**src/rtl/adbg_top_hub.sv**
```systemverilog
// -----------------------------------------------------------------------------
// adbg_top_hub
//
// Top-level chain selector of the advanced debug unit.  It owns the main DR
// input shift register and the module-ID register, and it decodes a one-hot
// select for up to NB_MODULES debug sub-modules.  When a populated module is
// selected, that module's TDO is routed onto the chain.  Otherwise, a 16-bit
// hub status word is shifted out on TDO.
//
// Ports
//   tck_i            JTAG TCK, the only clock
//   rst_i            synchronous active-high reset
//   tdi_i            JTAG TDI
//   tdo_o            chain TDO (combinational mux)
//   capture_dr_i     TAP in Capture-DR
//   shift_dr_i       TAP in Shift-DR
//   update_dr_i      TAP in Update-DR
//   debug_select_i   DEBUG instruction active in the IR
//   data_register_o  input shift register contents, fanned out to sub-modules
//   module_select_o  one-hot module select
//   module_inhibit_i per-module inhibit of a new selection
//   module_tdo_i     per-module TDO
//   module_id_o      currently latched module ID
//   select_valid_o   a populated module is selected
//   select_err_o     sticky: last select addressed an absent/out-of-range ID
// -----------------------------------------------------------------------------
module adbg_top_hub #(
   parameter int                    NB_MODULES     = 4,
   parameter int                    MODULE_ID_LEN  = 2,
   parameter int                    DATAREG_LEN    = 64,
   parameter logic [NB_MODULES-1:0] MODULE_PRESENT = {NB_MODULES{1'b1}}
) (
   input  logic                     tck_i,
   input  logic                     rst_i,
   input  logic                     tdi_i,
   output logic                     tdo_o,
   input  logic                     capture_dr_i,
   input  logic                     shift_dr_i,
   input  logic                     update_dr_i,
   input  logic                     debug_select_i,
   output logic [DATAREG_LEN-1:0]   data_register_o,
   output logic [NB_MODULES-1:0]    module_select_o,
   input  logic [NB_MODULES-1:0]    module_inhibit_i,
   input  logic [NB_MODULES-1:0]    module_tdo_i,
   output logic [MODULE_ID_LEN-1:0] module_id_o,
   output logic                     select_valid_o,
   output logic                     select_err_o
);

   // State registers
   logic [DATAREG_LEN-1:0]   r_sreg;
   logic [MODULE_ID_LEN-1:0] r_module_id;
   logic                     r_select_valid;
   logic                     r_select_err;
   logic                     r_inhibit_hit;
   logic [15:0]              r_status_sr;

   // Command decode and control strobes
   logic                     w_select_cmd;
   logic [MODULE_ID_LEN-1:0] w_id_in;
   logic                     w_id_valid;
   logic                     w_inhibited;
   logic                     w_dr_shift;
   logic                     w_select_update;
   logic                     w_status_capture;
   logic                     w_status_shift;
   logic [15:0]              w_status_word;
   logic [NB_MODULES-1:0]    w_module_select;
   logic                     w_module_tdo;

   assign w_select_cmd = r_sreg[DATAREG_LEN-1];
   assign w_id_in      = r_sreg[DATAREG_LEN-2 -: MODULE_ID_LEN];
   assign w_inhibited  = |module_inhibit_i;

   assign w_dr_shift       = debug_select_i && shift_dr_i;
   assign w_select_update  = debug_select_i && update_dr_i && w_select_cmd;
   assign w_status_capture = debug_select_i && capture_dr_i && !r_select_valid;
   assign w_status_shift   = debug_select_i && shift_dr_i && !r_select_valid;

   // An ID is valid only when it matches a populated slot.  IDs at or above
   // NB_MODULES match no slot at all, so the range check falls out of the loop.
   always_comb begin
      w_id_valid = 1'b0;
      for (int i = 0; i < NB_MODULES; i++) begin
         if (w_id_in == MODULE_ID_LEN'(i)) w_id_valid = MODULE_PRESENT[i];
      end
   end

   // The select is one-hot by construction.  It is derived from a single
   // latched ID and is gated by select_valid.
   always_comb begin
      w_module_select = '0;
      w_module_tdo    = 1'b0;
      for (int i = 0; i < NB_MODULES; i++) begin
         if (r_module_id == MODULE_ID_LEN'(i)) begin
            w_module_select[i] = r_select_valid;
            w_module_tdo       = module_tdo_i[i];
         end
      end
   end

   assign w_status_word = {4'hA, r_select_err, r_inhibit_hit, r_select_valid,
                           1'b0, 8'(r_module_id)};

   always_ff @(posedge tck_i) begin
      // NOTE: reset is synchronous.  It sits inside the clocked block so that it
      // overrides every other update on the same TCK edge.
      if (rst_i) begin
         r_sreg         <= '0;
         r_module_id    <= '0;
         r_select_valid <= 1'b0;
         r_select_err   <= 1'b0;
         r_inhibit_hit  <= 1'b0;
         r_status_sr    <= '0;
      end else begin
         // LSB-first shifting: TDI enters at the MSB, so the command bit ends
         // up on top once the full DR has been shifted in.
         if (w_dr_shift) r_sreg <= {tdi_i, r_sreg[DATAREG_LEN-1:1]};

         // Capture reads pre-update state.  That holds even if Update-DR
         // is asserted on the same edge.
         if (w_status_capture) begin
            r_status_sr   <= w_status_word;
            r_inhibit_hit <= 1'b0;
         end else if (w_status_shift) begin
            r_status_sr   <= {1'b0, r_status_sr[15:1]};
         end

         // NOTE: non-blocking assignments.  The last one in program order wins,
         // so an inhibit hit set below beats the read-to-clear above.
         if (w_select_update) begin
            if (w_inhibited) begin
               r_inhibit_hit  <= 1'b1;
            end else if (!w_id_valid) begin
               r_module_id    <= w_id_in;
               r_select_valid <= 1'b0;
               r_select_err   <= 1'b1;
            end else begin
               r_module_id    <= w_id_in;
               r_select_valid <= 1'b1;
               r_select_err   <= 1'b0;
            end
         end
      end
   end

   assign tdo_o           = r_select_valid ? w_module_tdo : r_status_sr[0];
   assign data_register_o = r_sreg;
   assign module_select_o = w_module_select;
   assign module_id_o     = r_module_id;
   assign select_valid_o  = r_select_valid;
   assign select_err_o    = r_select_err;

endmodule

```
**config.mk**
```make
export PLATFORM = sky130hd
export DESIGN_NAME = adbg_top_hub
export DESIGN_NICKNAME = d
export VERILOG_FILES = /design/src/rtl/adbg_top_hub.sv
export SDC_FILE = /design/constraint.sdc
export NUM_CORES = 1
export LEC_CHECK = 0
export CAP_MARGIN = 20
export CORE_MARGIN = 2
export CORE_UTILIZATION = 40
export CTS_CLUSTER_SIZE = 24
export DETAILED_ROUTE_END_ITERATION = 10
export PLACE_DENSITY = 0.71
export SETUP_SLACK_MARGIN = 0.4
export SKIP_LAST_GASP = 1
export SYNTH_ARGS = -nofsm -noshare
export SYNTH_HDL_FRONTEND = slang
export SYNTH_SLANG_ARGS = --single-unit
```
**constraint.sdc**
```tcl
create_clock -name tck_i -period 1.3 [get_ports tck_i]
set_input_delay 0.13 -clock tck_i [delete_from_list [all_inputs] [get_ports tck_i]]
set_output_delay 0.13 -clock tck_i [all_outputs]
set_load 0.01 [all_outputs]
```
==> impl_metrics.toml <==
[run_status]
outcome = "finished with violations"
violations = "setup timing"

[clock_tree]
clkLatencyLatePin_ns = 0.35
hold_buffers = 0
cts_tree = "done"
htree_levels = 3
clkTransAtPathRegs_ns = 0.08
clock_sinks = 85
cts_buffers = 9
cts.path.max_buffers = 2
clockRootBuffer = "clkbuf_8"

[critical_path]
worstPathArrival_ns = 1.57
crit-reg2reg-capture = "r_status_sr[10]$_SDFFE_PP0P_"
crit_slowest_cell = "mux4_2"
timing.critical_path.buf_inv = 1
r2r_slack_ns = 0.01
cp-start-kind = "flop"
crit_chain = "mux4_2 -> mux2_4 -> buf_6"
critPathKind = "reg -> out"
slowest_delay_ns = 0.49
worst-r2r-cell-count = 5
worst-path-max-fanout = 2
end_kind = "primary output"
cp_top_family = "multiplexers"
reg2reg_from = "select_valid_o$_SDFFE_PP0P_"
worstPathRequired_ns = 1.17

[power]
power_frac_seq_pct = 52.8
power_switching_w = 0.00108
swShare_pct = 21.8
internal_power_w = 0.00387
p_leak_nw = 2.13
power_density_nw_per_um2 = 954
clockPowerShare_pct = 40.8
total_power_w = 0.00495
combPwrFrac_pct = 6.4
ir_drop_mv = 0.514

[yosys]
yosysWarnings = 0
syn_area_per_cell_um2 = 8.10
synthCells = 385
mappedNetlistArea_um2 = 3120
synth_fp_nets = 400
ys_seq_area_share_pct = 54.6
yosys.cell_types.count = 28
ys_seq_elements = 85

[drt]
wl_per_cell_um = 12.8
drc = 0
drtIter0Drc = 143
viasPerCell = 4.75
postRouteAntennaNets = 0
routed_wl_mm = 8.41
vias = 3122
first_pass_iters = 5

[sta]
finalCriticalPeriod_ns = 1.70
tightestPinTransition_ns = 0.271
rsz0062_at_grt = "true"
fin_ws_ns = -0.404
max_clock_freq_mhz = 587
slew_violations = 0
hold_viol = 0
maxSlewHeadroom_pct = 81.9
fin_crit_sh_pct = 131
fin_skew_ns = 0.0112
finalSetupViolCount = 1
tns_ns = -0.404

[floorplanning]
io_pins = 88
start_util_pct = 40.8
core_region_area_um2 = 7650
rows = 32
fp.dieArea_um2 = 8510
die_w_um = 92.3
die_y_um = 92.3

[hold_path]
hp-start = "rst_i"
hold_path.class = "in -> reg"
hold_depth = 2
hold_end = "data_register_o[62]$_SDFFE_PP0N_"

[job]
cap_violations = 0

[place]
dpl_cell_area_um2 = 4190
io_buffers = 87
gp_congestion = 0.769
pre_cts_ws_ns = -0.576
dp_hpwl_mm = 4.76

[finish]
fin_area_um2 = 5190
nNetsFinal = 566
final_cell_mix = "nand2_1 (158), buf_4 (82), buf_6 (77), a21oi_1 (76), dfxtp_2 (65)"
fin_util_pct = 67.9
num_antenna_cells = 0
layout-drive-gt1-share_pct = 49.0
area_delta_synth_final_pct = 66.6
final_common_cell = "nand2_1"

[global_routing]
grt_pass1_vias = 2943
grtUsageTotal_pct = 19.3
antenna_found_initial = 0
grt_pass1_wl_mm = 13.3
overflow = 0
grt_max_degree = 48
[registers in the layout (all words and copies together), names as in the netlist]
| signal | count |
|---|---|
| r_inhibit_hit | 1 |
| module_id_o | 2 |
| r_status_sr | 16 |
| data_register_o | 64 |
| select_valid_o | 1 |
| select_err_o | 1 |
[area by class of cell]
class / instances / area (µm²)
clock buffers: 11 / 141
well taps: 102 / 128
inverters: 1 / 3.75
fillers: 606 / 2450
multi-input cells: 271 / 1310
flip-flops and latches: 85 / 1790
repair buffers: 183 / 1740
clock inverters: 4 / 71.3
[repair_timing]
item,4_1_cts,5_1_grt
setup endpoints to repair,158,140
buffers inserted,54,18
gates cloned,0,2
gates resized for setup,454,10
pin swaps,4,2
[power groups by stage]
stage	Clock, W	Sequential, W	Combinational [W]
2_1_floorplan	0	0.00268	0.000168
3_3_place_gp	0	0.00268	0.000273
3_5_place_dp	0	0.00268	0.000275
4_1_cts	0.00207	0.00262	0.000281
5_1_grt	0.00217	0.00262	0.000343
6_report	0.00202	0.00262	0.000318
[synth_stat cells]
| cell type | count | area (µm²) |
|---|---|---|
| and3_1 | 1 | 6.26 |
| and3b_1 | 2 | 17.5 |
| a311oi_1 | 3 | 26.3 |
| buf_6 | 1 | 11.3 |
| buf_1 | 2 | 7.51 |
| nand2b_1 | 4 | 25.0 |
| a31oi_1 | 1 | 6.26 |
| o21ba_2 | 1 | 10.0 |
| mux2i_1 | 2 | 20.0 |
| mux4_2 | 1 | 22.5 |
| or4_4 | 1 | 11.3 |
| nand2_1 | 158 | 593 |
| nor2_4 | 1 | 11.3 |
| nor3b_1 | 2 | 15.0 |
| mux2_2 | 1 | 11.3 |
| inv_1 | 1 | 3.75 |
| buf_2 | 9 | 45.0 |
| or2b_1 | 2 | 15.0 |
| nand3_1 | 3 | 15.0 |
| dfxtp_1 | 85 | 1700 |
| buf_4 | 8 | 60.1 |
| nand3b_1 | 4 | 30.0 |
| a21oi_1 | 77 | 385 |
| nand2_2 | 1 | 6.26 |
| and2_1 | 1 | 6.26 |
| nor2_1 | 4 | 15.0 |
| clkbuf_1 | 8 | 30.0 |
| a211o_1 | 1 | 8.76 |
[metrics by stage]
stage	hold WS, ns	std cells
final	0.0762	657
after global routing	0.0768	657
after CTS	0.0571	637
after detailed placement	0.431	568
after global placement	0.420	568
after floorplan	0.266	385
[how the worst max path moves through the flow]
stage / start / to / slack, ns / depth (start not counted)
after floorplan: module_id_o[0]$_SDFFE_PP0P_ / tdo_o / 0.04 / 2
after global placement: module_tdo_i[3] / tdo_o / -0.56 / 4
after detailed placement: module_tdo_i[3] / tdo_o / -0.58 / 4
after CTS: module_id_o[0]$_SDFFE_PP0P_ / tdo_o / -0.42 / 3
after global routing: module_id_o[0]$_SDFFE_PP0P_ / tdo_o / -0.44 / 3
final: module_id_o[0]$_SDFFE_PP0P_ / tdo_o / -0.40 / 3
[routing by layer]
| metal | track usage (%) | vias up | routed length [µm] |
|---|---|---|---|
| met5 | 0 | - | 0 |
| met4 | 6.34 | 0 | 124 |
| met3 | 4.52 | 13 | 488 |
| met2 | 32.2 | 92 | 4080 |
| met1 | 24.8 | 1434 | 3720 |
| li1 | - | 1583 | - |
[cells by family after synthesis]
group | after synthesis | synth area share, %
mux | 4 | 1.73
simple gates | 184 | 24.6
flops | 85 | 54.6
compound gates | 83 | 14.0
buf+inv | 29 | 5.06
No activity file was read; power rests on OpenSTA's default activity.
